$ cat config.mk
export PLATFORM = sky130hd
export DESIGN_NAME = key_load_ctrl
export DESIGN_NICKNAME = d
export VERILOG_FILES = /design/src/rtl/key_load_ctrl.sv
export SDC_FILE = /design/constraint.sdc
export NUM_CORES = 1
export LEC_CHECK = 0
export ABC_AREA = 0
export ABC_CLOCK_PERIOD_IN_PS = 1900
export CAP_MARGIN = 5
export CORE_ASPECT_RATIO = 1.25
export CORE_MARGIN = 2
export CORE_UTILIZATION = 30
export DETAILED_ROUTE_END_ITERATION = 8
export PLACE_DENSITY = 0.93
export SLEW_MARGIN = 20
export SYNTH_ARGS = -nofsm -noshare
export SYNTH_HDL_FRONTEND = slang
export SYNTH_SLANG_ARGS = --single-unit
$ cat constraint.sdc
create_clock -name clk -period 1.9 [get_ports clk]
set_clock_uncertainty 0.05 [all_clocks]
set_input_delay 0.475 -clock clk [delete_from_list [all_inputs] [get_ports clk]]
set_output_delay 0.475 -clock clk [all_outputs]
set_load 0.1 [all_outputs]
$ cat src/rtl/key_load_ctrl.sv
// Key load controller: streams host lines into one key-FIFO slot per polynomial,
// port A lines at {0,line} and port B lines at {1,line}, with slot-finish handshake.
`ifndef ADDR_WIDTH
`define ADDR_WIDTH 3
`endif
`ifndef BIT_WIDTH
`define BIT_WIDTH 8
`endif
`ifndef LINE_SIZE
`define LINE_SIZE 4
`endif

module key_load_ctrl #(
    parameter int unsigned LINES_PER_PORT = 2**(`ADDR_WIDTH-1),
    parameter int unsigned POLY_CNT_WIDTH = 8
) (
    input  logic                                 clk,
    input  logic                                 rstn,
    input  logic                                 start,
    input  logic [POLY_CNT_WIDTH-1:0]            num_polys,
    output logic                                 busy,
    output logic                                 done,
    input  logic                                 in_valid,
    output logic                                 in_ready,
    input  logic [`BIT_WIDTH*`LINE_SIZE-1:0]     in_dA,
    input  logic [`BIT_WIDTH*`LINE_SIZE-1:0]     in_dB,
    input  logic                                 fifo_full,
    output logic                                 fifo_wr_finish,
    output logic                                 fifo_wr_enable,
    output logic [`ADDR_WIDTH-1:0]               fifo_addrA,
    output logic [`ADDR_WIDTH-1:0]               fifo_addrB,
    output logic [`BIT_WIDTH*`LINE_SIZE-1:0]     fifo_dA,
    output logic [`BIT_WIDTH*`LINE_SIZE-1:0]     fifo_dB
);

    localparam int unsigned AW   = `ADDR_WIDTH;
    localparam int unsigned LC_W = (LINES_PER_PORT > 1) ? $clog2(LINES_PER_PORT) : 1;
    localparam logic [LC_W-1:0] LAST_LINE = LC_W'(LINES_PER_PORT - 1);

    typedef enum logic [1:0] {
        IDLE      = 2'd0,
        WAIT_SLOT = 2'd1,
        FILL      = 2'd2
    } state_t;

    state_t                    r_state;
    logic [POLY_CNT_WIDTH-1:0] r_poly_rem;
    logic [LC_W-1:0]           r_line_cnt;
    logic                      r_busy;
    logic                      r_in_ready;
    logic                      r_done;

    logic                      w_in_fill;
    logic                      w_beat;
    logic                      w_last_beat;
    logic [AW-1:0]             w_addr_a;
    logic [AW-1:0]             w_addr_b;

    assign w_in_fill   = (r_state == FILL);
    assign w_beat      = w_in_fill && in_valid;
    assign w_last_beat = w_beat && (r_line_cnt == LAST_LINE);
    assign w_addr_a    = AW'({1'b0, r_line_cnt});
    assign w_addr_b    = AW'({1'b1, r_line_cnt});

    // Finish stays high everywhere except FILL so the FIFO only advances on the last write.
    assign fifo_wr_finish = w_in_fill ? w_last_beat : 1'b1;
    assign fifo_wr_enable = w_beat;
    assign fifo_addrA     = w_in_fill ? w_addr_a : '0;
    assign fifo_addrB     = w_in_fill ? w_addr_b : '0;
    assign fifo_dA        = in_dA;
    assign fifo_dB        = in_dB;

    assign busy     = r_busy;
    assign in_ready = r_in_ready;
    assign done     = r_done;

    always_ff @(posedge clk or negedge rstn) begin
        if (!rstn) begin
            r_state    <= IDLE;
            r_poly_rem <= '0;
            r_line_cnt <= '0;
            r_busy     <= 1'b0;
            r_in_ready <= 1'b0;
            r_done     <= 1'b0;
        end else begin
            r_done <= 1'b0;
            case (r_state)
                IDLE: begin
                    if (start) begin
                        if (num_polys != '0) begin
                            r_state    <= WAIT_SLOT;
                            r_poly_rem <= num_polys;
                            r_line_cnt <= '0;
                            r_busy     <= 1'b1;
                        end else begin
                            r_done <= 1'b1;
                        end
                    end
                end
                WAIT_SLOT: begin
                    if (!fifo_full) begin
                        r_state    <= FILL;
                        r_in_ready <= 1'b1;
                    end
                end
                FILL: begin
                    if (in_valid) begin
                        if (r_line_cnt == LAST_LINE) begin
                            r_line_cnt <= '0;
                            r_poly_rem <= r_poly_rem - POLY_CNT_WIDTH'(1);
                            r_in_ready <= 1'b0;
                            if (r_poly_rem == POLY_CNT_WIDTH'(1)) begin
                                r_state <= IDLE;
                                r_busy  <= 1'b0;
                                r_done  <= 1'b1;
                            end else begin
                                r_state <= WAIT_SLOT;
                            end
                        end else begin
                            r_line_cnt <= r_line_cnt + LC_W'(1);
                        end
                    end
                end
                default: begin
                    r_state    <= IDLE;
                    r_busy     <= 1'b0;
                    r_in_ready <= 1'b0;
                end
            endcase
        end
    end

endmodule

==> impl_metrics.env, run 1 <==
export IMPL_top_layer="met4"
export IMPL_syn_to_final_growth_pct=12.9
export IMPL_cts_buffers=3
export IMPL_clkTransAtPathRegs_ns=0.06
export IMPL_max_cap_viol_count=0
export IMPL_met2_length_mm=2.08
export IMPL_clockBufferDepth=2
export IMPL_async_flop_share_pct=100
export IMPL_layout_commonest_cell="buf_4"
export IMPL_violations="setup timing"
export IMPL_synthMuxAreaShare_pct=0
export IMPL_drive_gt1_share_pct=37.1
export IMPL_antenna_cells=0
export IMPL_avgSynthCellArea_um2=8.24
export IMPL_cts_tree="built"
export IMPL_stdcell_count=227
export IMPL_cts_root_buffer="clkbuf_8"
export IMPL_vdd_drop_max_mv=0.415
export IMPL_period_share_pct=102
export IMPL_synth_top_family_by_area="buffers and inverters"
export IMPL_synthTopCellsByArea="buf_4 (34%), dfrtp_1 (25%), nand2_1 (3.0%)"
export IMPL_htree_levels=1
export IMPL_synth_nets=264
export IMPL_cp_end_kind="output port"
export IMPL_finalPower_mw=2.59
export IMPL_layout_common_cells="buf_4 (29), dfrtp_1 (13), nand2_1 (11), clkdlybuf4s50_1 (11), buf_12 (10)"
export IMPL_holdWs_ns=0.505
export IMPL_wl_met1_mm=1.20
export IMPL_yosys_area_top_type="buf_4"
export IMPL_crit_required_ns=1.37
export IMPL_post_drt_via_cell_ratio=5.33
export IMPL_start_util_pct=31.6
export IMPL_crit_chain="ha_2 -> a21o_1 -> or2_4 -> buf_12"
export IMPL_grt_use_total_pct=14.1
export IMPL_cp_slowest_stage_delay_ns=0.39
export IMPL_gr_total_overflow=0
export IMPL_rsz0062_at_grt="true"
export IMPL_ys_types=40
export IMPL_cp_start_kind="register"
export IMPL_synth_xor_area_share_pct=0
export IMPL_finalWorstSetupSlack_ns=-0.0360
export IMPL_drt_iter0_markers=149
export IMPL_dp_cells=216
export IMPL_synth_adder_area_share_pct=2.48
export IMPL_drt_total_wl_mm=3.94
export IMPL_netlist_area_leader_share_pct=33.7
export IMPL_hold_buffers=0
export IMPL_cts_sinks=15
export IMPL_setup_viol=1
export IMPL_critPathMaxFanout=2
export IMPL_cp_arrival_ns=1.41
export IMPL_dr_pass1_iters=4
export IMPL_grt_antenna_before_repair=0
export IMPL_die_y_um=83.5
export IMPL_stdcell_area_um2=1710
export IMPL_die_width_um=67.6
export IMPL_synth_flop_cell="dfrtp_1"
export IMPL_gp_routability_congestion=0.927
export IMPL_dr_wl_met3_um=440
export IMPL_fmax_mhz=517
export IMPL_coreArea_um2=4800
export IMPL_finalHoldViolCount=0
export IMPL_power_leakage_nw=0.739
export IMPL_pin_count=152
export IMPL_synth_simple_area_share_pct=17.9
export IMPL_vias=1209
export IMPL_dp_hpwl_mm=2.94
export IMPL_synth_edf_count=0
export IMPL_min_period_ns=1.94
export IMPL_rows=28
export IMPL_drv_slew=0
export IMPL_synth_seq_area_share_pct=24.8
export IMPL_portBuffers=22
export IMPL_placement_setup_worst_slack_ns=-0.350
export IMPL_tns_ns=-0.0360
export IMPL_power_density_nw_per_um2=1510
export IMPL_dieArea_um2=5640
export IMPL_synth_compound_area_share_pct=15.4
export IMPL_wl_per_cell_um=17.4
export IMPL_utilization_pct=35.7
export IMPL_grt_max_degree=16
export IMPL_clk_latency_ns=0.25
export IMPL_cp_slowest_cell="dfrtp_1"
export IMPL_ys_warn_count=0
export IMPL_drc=0
export IMPL_grt_first_pass_wirelength_mm=5.89
export IMPL_grt_pass1_vias=1229
export IMPL_finalNetCount=248
export IMPL_critical_path_class="register to output port"
export IMPL_synthCells=184
export IMPL_placed_area_um2=1560
export IMPL_hold_path_class="input pin to asynchronous set/reset pin"
export IMPL_ant_nets=0
export IMPL_status="complete, but fails checks"
export IMPL_syn_cell_area_um2=1520
export IMPL_synth_seq_cells=15
[worst paths after layout]
path	from	end	slack (ns)	depth (start not counted)
hold reg to reg	r_state[0]$_DFFE_PN0P_	done$_DFF_PN0_	0.51	1
max in group asynchronous	rstn	r_state[0]$_DFFE_PN0P_	1.10	2
hold / removal	rstn	r_poly_rem[7]$_DFFE_PN0P_	0.51	2
min in group clk	r_state[0]$_DFFE_PN0P_	done$_DFF_PN0_	0.51	1
setup / recovery	r_line_cnt[1]$_DFFE_PN0P_	fifo_wr_finish	-0.04	4
setup reg to reg	r_poly_rem[4]$_DFFE_PN0P_	r_poly_rem[7]$_DFFE_PN0P_	0.10	4
[critical path, delay by kind of cell (launching register included)]
family | cells | cell delay (ns)
buf+inv | 1 | 0.17
flops | 1 | 0.39
fa+ha+maj | 1 | 0.19
simple gates | 1 | 0.24
compound gates | 1 | 0.17
[synthesized netlist by cell type, types with 2 or more instances]
cell      count
a32oi_1       2
nor2_1        9
o21ai_0       6
nor2b_1       4
or4_1         2
nand2_1      12
ha_1          3
a21oi_1       5
dfrtp_1      15
clkbuf_8      2
a211o_1       3
a31oi_1       2
buf_4        68
inv_1        10
nor4_1        4
nor3_1        3
o22ai_1       6
nand3_1       6
[power breakdown]
part | switching, mW | total, mW | internal [mW] | leakage [nW]
Combinational | 1.00 | 1.71 | 0.709 | 0.541
Clock | 0.107 | 0.256 | 0.148 | 0.0228
Sequential | 0.168 | 0.625 | 0.458 | 0.176
[layout make-up]
type | count | area (um2)
fill | 457 | 3090
multi-input combinational | 86 | 624
timing repair buffer | 52 | 548
sequential | 15 | 378
tap | 60 | 75.1
clock buffer | 4 | 45.0
inverter | 10 | 41.3
[sequential cells by signal, summed over array words and instances (netlist names)]
register,count
busy,1
done,1
r_line_cnt,2
r_state,2
in_ready,1
r_poly_rem,8
[what timing repair did]
action / CTS / global route
hold endpoints to repair: 0 / 0
pin swaps: 3 / 4
endpoints found under the setup margin: 14 / 13
buffers inserted: 7 / 0
resized for setup: 10 / 9
[metal layers]
metal | track usage, % | vias up
li1 | - | 534
met1 | 12.3 | 561
met2 | 24.5 | 80
met3 | 5.26 | 34
met4 | 10.9 | 0
met5 | 0 | -
[logic make-up after synthesis]
kind of cell | after synthesis
AND/OR/NAND/NOR | 48
buffers and inverters | 83
adder cells (fa/ha/maj) | 3
AO/OA/AOI/OAI | 34
flip-flops | 15
other | 1
Note: power is estimated with default switching activity, not from simulation.
==> run 2, diff against run 1 <==
ABC_CLOCK_PERIOD_IN_PS = 2200   (was 1900)
clock period = 2.2 ns   (was 1.9 ns; I/O delays follow)
==> impl_metrics.env, run 2 (same netlist as run 1, synthesis figures left out) <==
export IMPL_status="finished clean"
export IMPL_rrSetupSlack_ns=0.36
export IMPL_cts_tree="built"
export IMPL_busiest_layer="met2"
export IMPL_power_density_nw_per_um2=1310
export IMPL_die_width_um=67.6
export IMPL_rsz0062_at_grt="true"
export IMPL_startpoint="r_state[1]$_DFFE_PN0P_"
export IMPL_setup_viol=0
export IMPL_ff2ff_path_depth=5
export IMPL_grt_max_degree=16
export IMPL_drt_total_wl_mm=3.35
export IMPL_hold_path_class="register to register"
export IMPL_sw_frac_of_total_pct=51.1
export IMPL_regToRegStartpoint="r_state[0]$_DFFE_PN0P_"
export IMPL_finalPower_mw=2.04
export IMPL_rows=28
export IMPL_start_util_pct=31.6
export IMPL_grt_use_met2_pct=19.7
export IMPL_largest_register_ffs=8
export IMPL_cts_sinks=15
export IMPL_grtUsageMet1_pct=13.5
export IMPL_stdcell_area_um2=1550
export IMPL_combPwrFrac_pct=61.7
export IMPL_coreArea_um2=4800
export IMPL_clkTransAtPathRegs_ns=0.06
export IMPL_max_cap_viol_count=0
export IMPL_dp_cells=212
export IMPL_dieArea_um2=5640
export IMPL_htree_levels=1
export IMPL_wl_per_cell_um=15.5
export IMPL_vdd_drop_max_mv=0.355
export IMPL_p_seq_share_pct=27.2
export IMPL_clk_latency_ns=0.25
export IMPL_pin_count=152
export IMPL_top_regs="r_poly_rem (8), r_line_cnt (2), r_state (2)"
export IMPL_stdcell_count=216
export IMPL_antenna_cells=0
export IMPL_finalHoldViolCount=0
export IMPL_grt_first_pass_wirelength_mm=5.42
export IMPL_crit_end="fifo_addrB[0]"
export IMPL_timing_rr_end="r_poly_rem[7]$_DFFE_PN0P_"
export IMPL_critical_path_class="register to output port"
export IMPL_finalNetCount=237
export IMPL_cts_root_buffer="clkbuf_8"
export IMPL_grt_pass1_vias=1136
export IMPL_fillCellCount=473
export IMPL_critPathMaxFanout=7
export IMPL_crit_required_ns=1.60
export IMPL_post_cts_buffers=0
export IMPL_largest_register="r_poly_rem"
export IMPL_grt_use_total_pct=13.0
export IMPL_drc=0
export IMPL_die_y_um=83.5
export IMPL_holdWs_ns=0.511
export IMPL_layout_commonest_cell="buf_4"
export IMPL_ant_nets=0
export IMPL_period_share_pct=95.6
export IMPL_dr_pass1_iters=4
export IMPL_portBuffers=22
export IMPL_post_drt_via_cell_ratio=5.19
export IMPL_drv_slew=0
export IMPL_cp_end_kind="output port"
export IMPL_placed_area_um2=1490
export IMPL_layout_common_cells="buf_4 (21), dfrtp_1 (15), nand2_1 (11), clkdlybuf4s50_1 (11), inv_1 (10)"
export IMPL_min_period_ns=2.10
export IMPL_syn_to_final_growth_pct=2.39
export IMPL_drt_iter0_markers=107
export IMPL_cts_buffers=3
export IMPL_grt_met3_usage_pct=3.51
export IMPL_clockBufferDepth=2
export IMPL_p_int_mw=0.998
export IMPL_vias=1120
export IMPL_grt_antenna_before_repair=0
export IMPL_gp_routability_congestion=0.862
export IMPL_p_switching_mw=1.04
export IMPL_tns_ns=0
export IMPL_cp_arrival_ns=1.50
export IMPL_dp_hpwl_mm=2.67
export IMPL_drive_gt1_share_pct=26.3
export IMPL_clkPwrFrac_pct=11.0
export IMPL_cp_start_kind="register"
export IMPL_power_leakage_nw=0.679
export IMPL_gr_total_overflow=0
export IMPL_fmax_mhz=475
[run 2: critical path: stages (launching register included)]
cell and delay (ns):
dfrtp_1 0.48, inv_1 0.23, nor3_4 0.33, buf_12 0.21
[run 2: area by class of cell]
class                           instances  area, um2  share of cell area [%]
Clock buffer                            4       45.0                    2.90
Inverter                               10       37.5                    2.42
Multi-Input combinational cell         86        588                    37.9
Sequential cell                        15        375                    24.2
Tap cell                               60       75.1                    4.83
Timing Repair Buffer                   41        432                    27.8
[run 2: how the worst min path moves through the flow]
stage / from / endpoint / slack, ns / cells past startpoint
3_5_place_dp: busy$_DFFE_PN0P_ / busy$_DFFE_PN0P_ / 0.48 / 1
4_1_cts: busy$_DFFE_PN0P_ / busy$_DFFE_PN0P_ / 0.50 / 1
6_report: in_ready$_DFFE_PN0P_ / in_ready$_DFFE_PN0P_ / 0.51 / 2
2_1_floorplan: rstn / busy$_DFFE_PN0P_ / 0.20 / 0
5_1_grt: busy$_DFFE_PN0P_ / busy$_DFFE_PN0P_ / 0.53 / 1
3_3_place_gp: busy$_DFFE_PN0P_ / busy$_DFFE_PN0P_ / 0.48 / 1
[run 2: repair_timing]
action                     4_1_cts  5_1_grt
pin swaps                        0        2
setup endpoints to repair        2        5
hold buffers                     0        0
resized for setup                2        4
[run 2: metrics by stage]
| step | utilization [%] | setup WS (ns) |
|---|---|---|
| 5_1_grt | 32.4 | -0.000890 |
| 6_report | 32.4 | 0.0959 |
| 3_3_place_gp | 30.9 | -0.139 |
| 2_1_floorplan | - | -0.286 |
| 3_5_place_dp | 30.9 | -0.152 |
| 4_1_cts | 32.0 | 0.00919 |
[run 2: metal layers]
metal / up-vias / routed length, um
li1: 512 / -
met5: - / 0
met1: 515 / 1200
met2: 58 / 1600
met4: 0 / 249
met3: 35 / 307
[run 2: power by group through the flow]
| stage | sequential (mW) | combinational [mW] | clock, mW |
|---|---|---|---|
| after CTS | 0.551 | 1.26 | 0.230 |
| after global routing | 0.578 | 1.35 | 0.236 |
| after global placement | 0.545 | 1.22 | 0 |
| final | 0.556 | 1.26 | 0.226 |
| after detailed placement | 0.553 | 1.24 | 0 |
| after floorplan | 0.598 | 1.36 | 0 |
